===== src/rtl/router_input_arbiter.sv =====
// Router input arbiter with a single-entry output buffer. Picks one requester per cycle.
// Define ROUTER_ARB_ROUND_ROBIN_EN for rotating priority; otherwise lowest index wins.
module router_input_arbiter #(
  parameter int p_nbits   = 8,
  parameter int p_ninputs = 4
) (
  input  logic                           clk,
  input  logic                           reset,
  input  logic [p_ninputs-1:0]           valid_in,
  output logic [p_ninputs-1:0]           ready_out,
  input  logic [p_nbits*p_ninputs-1:0]   message_in,
  output logic                           valid_out,
  input  logic                           ready_in,
  output logic [p_nbits-1:0]             message_out,
  output logic [$clog2(p_ninputs)-1:0]   grant_id
);
  localparam int IW = $clog2(p_ninputs);
  localparam logic [IW-1:0] LAST = IW'(p_ninputs - 1);

  typedef enum logic {EMPTY = 1'b0, FULL = 1'b1} state_e;

  state_e              state_q, state_d;
  logic [p_nbits-1:0]  msg_q, msg_d;
  logic [IW-1:0]       gid_q, gid_d;
  logic [IW-1:0]       ptr_cur;
  logic [IW-1:0]       win;
  logic                any_vld;
  logic                load_en;
  logic                xfer;

`ifdef ROUTER_ARB_ROUND_ROBIN_EN
  logic [IW-1:0] ptr_q, ptr_d;
  assign ptr_cur = ptr_q;
`else
  assign ptr_cur = '0;
`endif

  // Scan from the priority pointer upward, wrapping past the last requester.
  always_comb begin
    int idx;
    logic found;
    found = 1'b0;
    win   = '0;
    idx   = 0;
    for (int k = 0; k < p_ninputs; k++) begin
      idx = int'(ptr_cur) + k;
      if (idx >= p_ninputs) idx = idx - p_ninputs;
      if (!found && valid_in[idx]) begin
        found = 1'b1;
        win   = idx[IW-1:0];
      end
    end
  end

  assign any_vld = |valid_in;
  assign load_en = (state_q == EMPTY) || ready_in;
  assign xfer    = |ready_out;

  // State register
  always_ff @(posedge clk) begin
    if (reset) begin
      state_q <= EMPTY;
      msg_q   <= '0;
      gid_q   <= '0;
`ifdef ROUTER_ARB_ROUND_ROBIN_EN
      ptr_q   <= '0;
`endif
    end else begin
      state_q <= state_d;
      msg_q   <= msg_d;
      gid_q   <= gid_d;
`ifdef ROUTER_ARB_ROUND_ROBIN_EN
      ptr_q   <= ptr_d;
`endif
    end
  end

  // Next-state logic
  always_comb begin
    state_d = state_q;
    msg_d   = msg_q;
    gid_d   = gid_q;
`ifdef ROUTER_ARB_ROUND_ROBIN_EN
    ptr_d   = ptr_q;
`endif
    if (xfer) begin
      state_d = FULL;
      msg_d   = message_in[win*p_nbits +: p_nbits];
      gid_d   = win;
`ifdef ROUTER_ARB_ROUND_ROBIN_EN
      ptr_d   = (win == LAST) ? '0 : win + 1'b1;
`endif
    end else if (state_q == FULL && ready_in) begin
      state_d = EMPTY;
    end
  end

  // Output logic; ready never depends on message contents
  always_comb begin
    ready_out = '0;
    if (!reset && load_en && any_vld) ready_out[win] = 1'b1;
  end

  assign valid_out   = (state_q == FULL);
  assign message_out = msg_q;
  assign grant_id    = gid_q;

endmodule


===== config.mk =====
export PLATFORM = sky130hd
export DESIGN_NAME = router_input_arbiter
export DESIGN_NICKNAME = d
export VERILOG_FILES = /design/src/rtl/router_input_arbiter.sv
export SDC_FILE = /design/constraint.sdc
export NUM_CORES = 1
export LEC_CHECK = 0
export BUFFER_PORTS_ARGS = -buffer_cell sky130_fd_sc_hd__buf_2
export CELL_PAD_IN_SITES_DETAIL_PLACEMENT = 0
export CELL_PAD_IN_SITES_GLOBAL_PLACEMENT = 1
export CORE_MARGIN = 2
export CORE_UTILIZATION = 28
export CTS_BUF_LIST = sky130_fd_sc_hd__clkbuf_2 sky130_fd_sc_hd__clkbuf_4 sky130_fd_sc_hd__clkbuf_8
export DETAILED_ROUTE_END_ITERATION = 8
export PLACE_DENSITY_LB_ADDON = 0.1
export SLEW_MARGIN = 10
export SYNTH_ARGS = -nofsm -noshare
export SYNTH_HDL_FRONTEND = slang
export SYNTH_SLANG_ARGS = --single-unit
export TNS_END_PERCENT = 100

===== constraint.sdc =====
create_clock -name clk -period 2 [get_ports clk]
set_input_delay 0.5 -clock clk [delete_from_list [all_inputs] [get_ports clk]]
set_output_delay 0.5 -clock clk [all_outputs]
set_load 0.05 [all_outputs]

==> results of run 1 <==
path summary, 6_finish.rpt:
kind                                 start                          end
setup / recovery                  ready_in                 ready_out[3]
hold / removal               message_in[1]  message_out[1]$_SDFFE_PP0P_
setup reg to reg    valid_out$_SDFFE_PP0P_  message_out[3]$_SDFFE_PP0P_
hold reg to reg   grant_id[0]$_SDFFE_PP0P_     grant_id[0]$_SDFFE_PP0P_
cells in the final DEF (no fill, tap or decap):
master,instances
clkbuf_4,4
a31oi_1,9
nor3_1,3
a311oi_1,8
a21oi_1,1
a211oi_1,8
nor2b_1,2
buf_2,53
nand2b_1,2
o221ai_1,8
dfxtp_1,11
o221a_2,2
nand3_1,1
inv_1,2
nor2_1,3
clkinv_1,1
o21ai_0,8
and3_1,2
nor2_2,2
or4_1,1
buf_4,10
worst reg2reg max path, cell delays in order (launching register included):
cell and delay, ns:
dfxtp_1 0.32, nand2b_1 0.19, buf_4 0.20, a31oi_1 0.10
a311oi_1 0.25
registers in the layout, indices dropped and copies added (netlist names):
register     cells
valid_out        1
grant_id         2
message_out      8
stage by stage:
step	setup slack, ns	utilization, %
floorplan	-0.0421	-
global placement	0.172	45.2
detailed placement	0.146	45.2
CTS	0.144	46.6
global route	0.0374	46.6
finish	0.142	46.6
cells by family after synthesis:
logic type,share of synthesized area [%]
AOI/OAI and AO/OA,47.4
and+or+nand+nor,12.3
buffers and inverters,8.06
DFF,32.2
routing by layer:
| layer | global-route usage (%) | part of all wire [%] | up-vias |
|---|---|---|---|
| li1 | - | - | 461 |
| met1 | 21.7 | 42 | 448 |
| met2 | 33.1 | 48 | 43 |
| met3 | 5.65 | 8.2 | 6 |
| met4 | 7.26 | 1.5 | 0 |
| met5 | 0 | 0 | - |
where the power goes:
group | internal, W | switching (W) | leakage (nW)
sequential | 0.000236 | 0.00000822 | 0.0910
clock | 0.0000910 | 0.0000792 | 0.0184
combinational | 0.0000832 | 0.000148 | 0.378
total | 0.000410 | 0.000235 | 0.487
area by class of cell:
cell class                 count  share of cell area, %
clock buffer                   4                   2.86
inverter                       3                   1.07
multi-input combinational     60                   39.3
sequential                    11                   21.0
tap                           28                   3.34
timing repair buffer          63                   32.4
==> qor.txt, run 1 <==
Post-synthesis cell area: 683 µm²
Total CTS buffers: 3
Row cnt: 17
# Post-CTS Setup Buffers: 0
CP cell instances: buf_2, nand2b_1, nand3_1, nor2_2, buf_2
CTS root buf: clkbuf_4
# IOs: 54
Worst slew pin tran: 0.295 ns
Max_cap viols: 0
Crit start category: primary input
Longest Clk Path Bufs: 2
Multi-input logic area: 413 µm²
Routed WL: 2600 µm
Max stage delay cell, worst path: buf_2
R2R depth: 4
Seq/Total Area, Yosys: 32.2%
Post-synth top area cell: dfxtp_1
Hold Worst Slack: 0.495 ns
Die footprint: 2850 µm²
Run status: complete, no violations
Power, Total: 0.000645 W
GRT Util Overall: 19.1%
Part of the cycle the worst path needs: 92.9%
Hold path cells: 3
Maximum VDD drop: 279 µV
Core footprint: 2250 µm²
Clk slew on worst S/H paths: 0.07 ns
Die Width: 53.4 µm
RePlAce Congestion: 0.889
Crit path kind: primary input to output pin
Vias: 958
Worst-skew pair later-pin latency: 0.27 ns
Hold Fails Final Rpt: 0
Max H-tree Level: 1
Synth Area per Inst: 8.13 µm²
Pins over their slew limit: 0
Worst Path Arrival: 1.36 ns
Flop2flop setup slack: 0.86 ns
Number of library cell types mapped by synthesis: 20
Worst-path fanout max: 6
First-pass GRT wire length: 3840 µm
FILL cells: 259
Most used cell, CP: buf_2
Vias in the first global route: 900
Grt total ovfl: 0
Post-cts sizing count: 0
CTS tree: yes
Final setup vio count: 0
Share of the synthesized area in the top cell type: 32.2%
Largest net degree at the start of global routing: 20
Final Non-Filler Cells: 169
Setup Skew: 0.00290 ns
Antenna viol nets, final: 0
#FFs+latches synth: 11
Ant diodes: 0
Share of layout cells above drive strength 1: 50.4%
Crit end category: output pin
Synth area leaders: dfxtp_1 (32%), a311oi_1 (10%), o221ai_1 (10%), a211oi_1 (8.8%), a31oi_1 (8.2%)
Max-slew headroom: 80.3%
Cells after DPL: 165
Design area: 1050 µm²
Primary FF master, synth: dfxtp_1
Required @ worst endpoint: 1.50 ns
FF+latch area: 220 µm²
Ys async rst share: 0%
HP Class: primary input to flop
Stages on the worst setup path: 5
Final-stage net count: 181
Critical path's largest stage delay: 0.26 ns
Iteration-0 DRC count of the detailed router: 14
Initial core utilization: 30.3%
Synthesized Nets: 123
Post-synth top cells: dfxtp_1 (11), a31oi_1 (9)
FMAX: 538 MHz
Wire per inst: 15.4 µm
DRT Pass-1 Iters: 4
# clock sinks: 11
DRC: 0
Die height: 53.4 µm
Hold_buf cts: 0
Most common cell in the netlist: dfxtp_1
Largest delay share family, worst path: simple AND/OR/NAND/NOR gates
RSZ-0062 raised after global routing: false
EDFF count, synth: 0
HPWL Detailed: 1990 µm
CP Buf/Inv Count: 2
Cell Pwr Density: 615 nW/µm²
Syn Inst Count: 84
Vias/cell: 5.67
Leak pwr: 0.487 nW
Layout area overhead: 53.7%
Placement Cell Area: 1020 µm²
Fin crit period: 1.86 ns
Syn. warnings: 0
Setup TNS: 0 ns
Initial antenna violation count: 0
Port bufs: 53
(Power assumes the default switching activity.)
==> run 2: changes to the inputs <==
--- a/config.mk
+++ b/config.mk
@@ -6,7 +6,7 @@
 export NUM_CORES = 1
 export LEC_CHECK = 0
 export BUFFER_PORTS_ARGS = -buffer_cell sky130_fd_sc_hd__buf_2
-export CELL_PAD_IN_SITES_DETAIL_PLACEMENT = 0
+export CELL_PAD_IN_SITES_DETAIL_PLACEMENT = 1
 export CELL_PAD_IN_SITES_GLOBAL_PLACEMENT = 1
 export CORE_MARGIN = 2
 export CORE_UTILIZATION = 28
==> run 2 against run 1 <==
  * Wire length rose by 7.3%
  * Die area did not move
  * Via count fell by 1.4%
  * Utilization did not move
  * Sequential share of layout area did not move
  * Power rose by 0.39%
  * Worst setup slack improved by 0.0061 ns
  * Worst hold slack improved by 0.012 ns
  * Critical path depth did not move
  * Cell area did not move
  * Flip-flop and latch count did not move
  * Clock skew rose by 0.0069 ns
  * Highest routed layer is now met3
==> qor.txt, run 2 (synthesized netlist as in run 1, its figures left out) <==
Leak pwr: 0.487 nW (unchanged)
Pre-CTS setup slack: 0.149 ns (+0.00267 ns)
RePlAce Congestion: 0.889 (unchanged)
Multi-input logic area: 413 µm² (unchanged)
Hold Fails Final Rpt: 0 (unchanged)
GRT Util Overall: 21.1% (+2.0 points)
Max-slew headroom: 80.2% (about the same)
First-pass GRT wire length: 4260 µm (+11%)
Port bufs: 53 (unchanged)
Vias/cell: 5.59 (-1.4%)
Hold path cells: 3 (unchanged)
HPWL Detailed: 2150 µm (+8.1%)
Final setup vio count: 0 (unchanged)
Die footprint: 2850 µm² (unchanged)
FMAX: 540 MHz (+0.33%)
Hold_buf cts: 0 (unchanged)
R2R depth: 4 (unchanged)
Run status: complete, no violations
CTS root buf: clkbuf_4
Grt total ovfl: 0 (unchanged)
Iteration-0 DRC count of the detailed router: 10 (-4)
Die Width: 53.4 µm (unchanged)
Fin crit period: 1.85 ns (-0.00605 ns)
Setup slack after layout: 0.148 ns (+0.00605 ns)
Power, Total: 0.000648 W (+0.39%)
Setup Skew: 0.00982 ns (+0.00693 ns)
Part of the cycle the worst path needs: 92.6% (-0.30 points)
Most frequent cells in the layout: buf_2 (53), dfxtp_1 (11), buf_4 (10)
Crit start category: primary input
Worst R2R Start: valid_out$_SDFFE_PP0P_
Worst Path Arrival: 1.35 ns (about the same)
# clock sinks: 11 (unchanged)
# Post-CTS Setup Buffers: 0 (unchanged)
Hold Worst Slack: 0.507 ns (+0.0124 ns)
Share of layout cells above drive strength 1: 50.4% (unchanged)
FILL cells: 315 (+22%)
Row cnt: 17 (unchanged)
DRT Pass-1 Iters: 4 (unchanged)
Longest Clk Path Bufs: 2 (unchanged)
Required @ worst endpoint: 1.50 ns (about the same)
Post-cts sizing count: 0 (unchanged)
Crit end category: output pin
Cell Pwr Density: 617 nW/µm² (+0.39%)
Flop2flop setup slack: 0.88 ns (+0.02 ns)
Die height: 53.4 µm (unchanged)
Worst-skew pair later-pin latency: 0.27 ns (about the same)
FF+latch area: 220 µm² (unchanged)
Total CTS buffers: 3 (unchanged)
Final-stage net count: 181 (unchanged)
HP Start: message_in[3]
Crit path kind: primary input to output pin
Pins over their slew limit: 0 (unchanged)
Setup TNS: 0 ns (unchanged)
RSZ-0062 raised after global routing: false
Routed WL: 2790 µm (+7.3%)
Worst Hold End: message_out[3]$_SDFFE_PP0P_
Max_cap viols: 0 (unchanged)
HP Class: primary input to flop
DRC: 0 (unchanged)
Initial core utilization: 30.3% (unchanged)
Maximum VDD drop: 291 µV (+4.5%)
Antenna viol nets, final: 0 (unchanged)
Worst-path fanout max: 6 (unchanged)
Ant diodes: 0 (unchanged)
Layout area overhead: 53.7% (unchanged)
# IOs: 54 (unchanged)
Max H-tree Level: 1 (unchanged)
Largest net degree at the start of global routing: 20 (unchanged)
Initial antenna violation count: 0 (unchanged)
Reg-to-reg endpoint: message_out[1]$_SDFFE_PP0P_
Final Util: 46.6% (unchanged)
Vias: 945 (-1.4%)
Max reg flops: 8 (unchanged)
Core footprint: 2250 µm² (unchanged)
Vias in the first global route: 918 (+2.0%)
Worst slew pin tran: 0.296 ns (+0.000945 ns)
Clk slew on worst S/H paths: 0.08 ns (about the same)
Commonest non-fill, non-tap cell in the layout: buf_2
CTS tree: yes
Wire per inst: 16.5 µm (+7.3%)
-- run 2: layer usage --
layer | part of all wire (%) | GRT usage (%)
met1 | 43 | 26.3
met2 | 52 | 37.9
met3 | 5.3 | 2.54
met4 | 0 | 5.13
met5 | 0 | 0
-- run 2: how the worst max path moves through the flow --
stage	end	slack (ns)	depth (start not counted)	startpoint
finish	ready_out[3]	0.15	5	ready_in
detailed placement	ready_out[3]	0.15	5	ready_in
CTS	ready_out[3]	0.14	5	ready_in
global route	ready_out[2]	0.06	5	ready_in
floorplan	ready_out[3]	-0.04	4	valid_out$_SDFFE_PP0P_
global placement	ready_out[3]	0.17	5	ready_in
-- run 2: worst max-delay path: stages --
cell and delay (ns):
buf_2 0.09, nand2b_1 0.22, nand3_1 0.17, nor2_2 0.12
buf_2 0.26
-- run 2: power breakdown --
group	total (W)	switching [W]	internal, W
logic	0.000233	0.000150	0.0000832
clock network	0.000171	0.0000803	0.0000906
registers	0.000244	0.00000778	0.000236
-- run 2: layout make-up --
cell class	instances	share of cell area (%)
Sequential cell	11	21.0
Clock buffer	4	2.86
Tap cell	28	3.34
Multi-Input combinational cell	60	39.3
Timing Repair Buffer	63	32.4
Inverter	3	1.07
-- run 2: metrics by stage --
stage	cells	area [µm²]
floorplan	84	688
global placement	165	1020
detailed placement	165	1020
CTS	169	1050
global route	169	1050
finish	169	1050
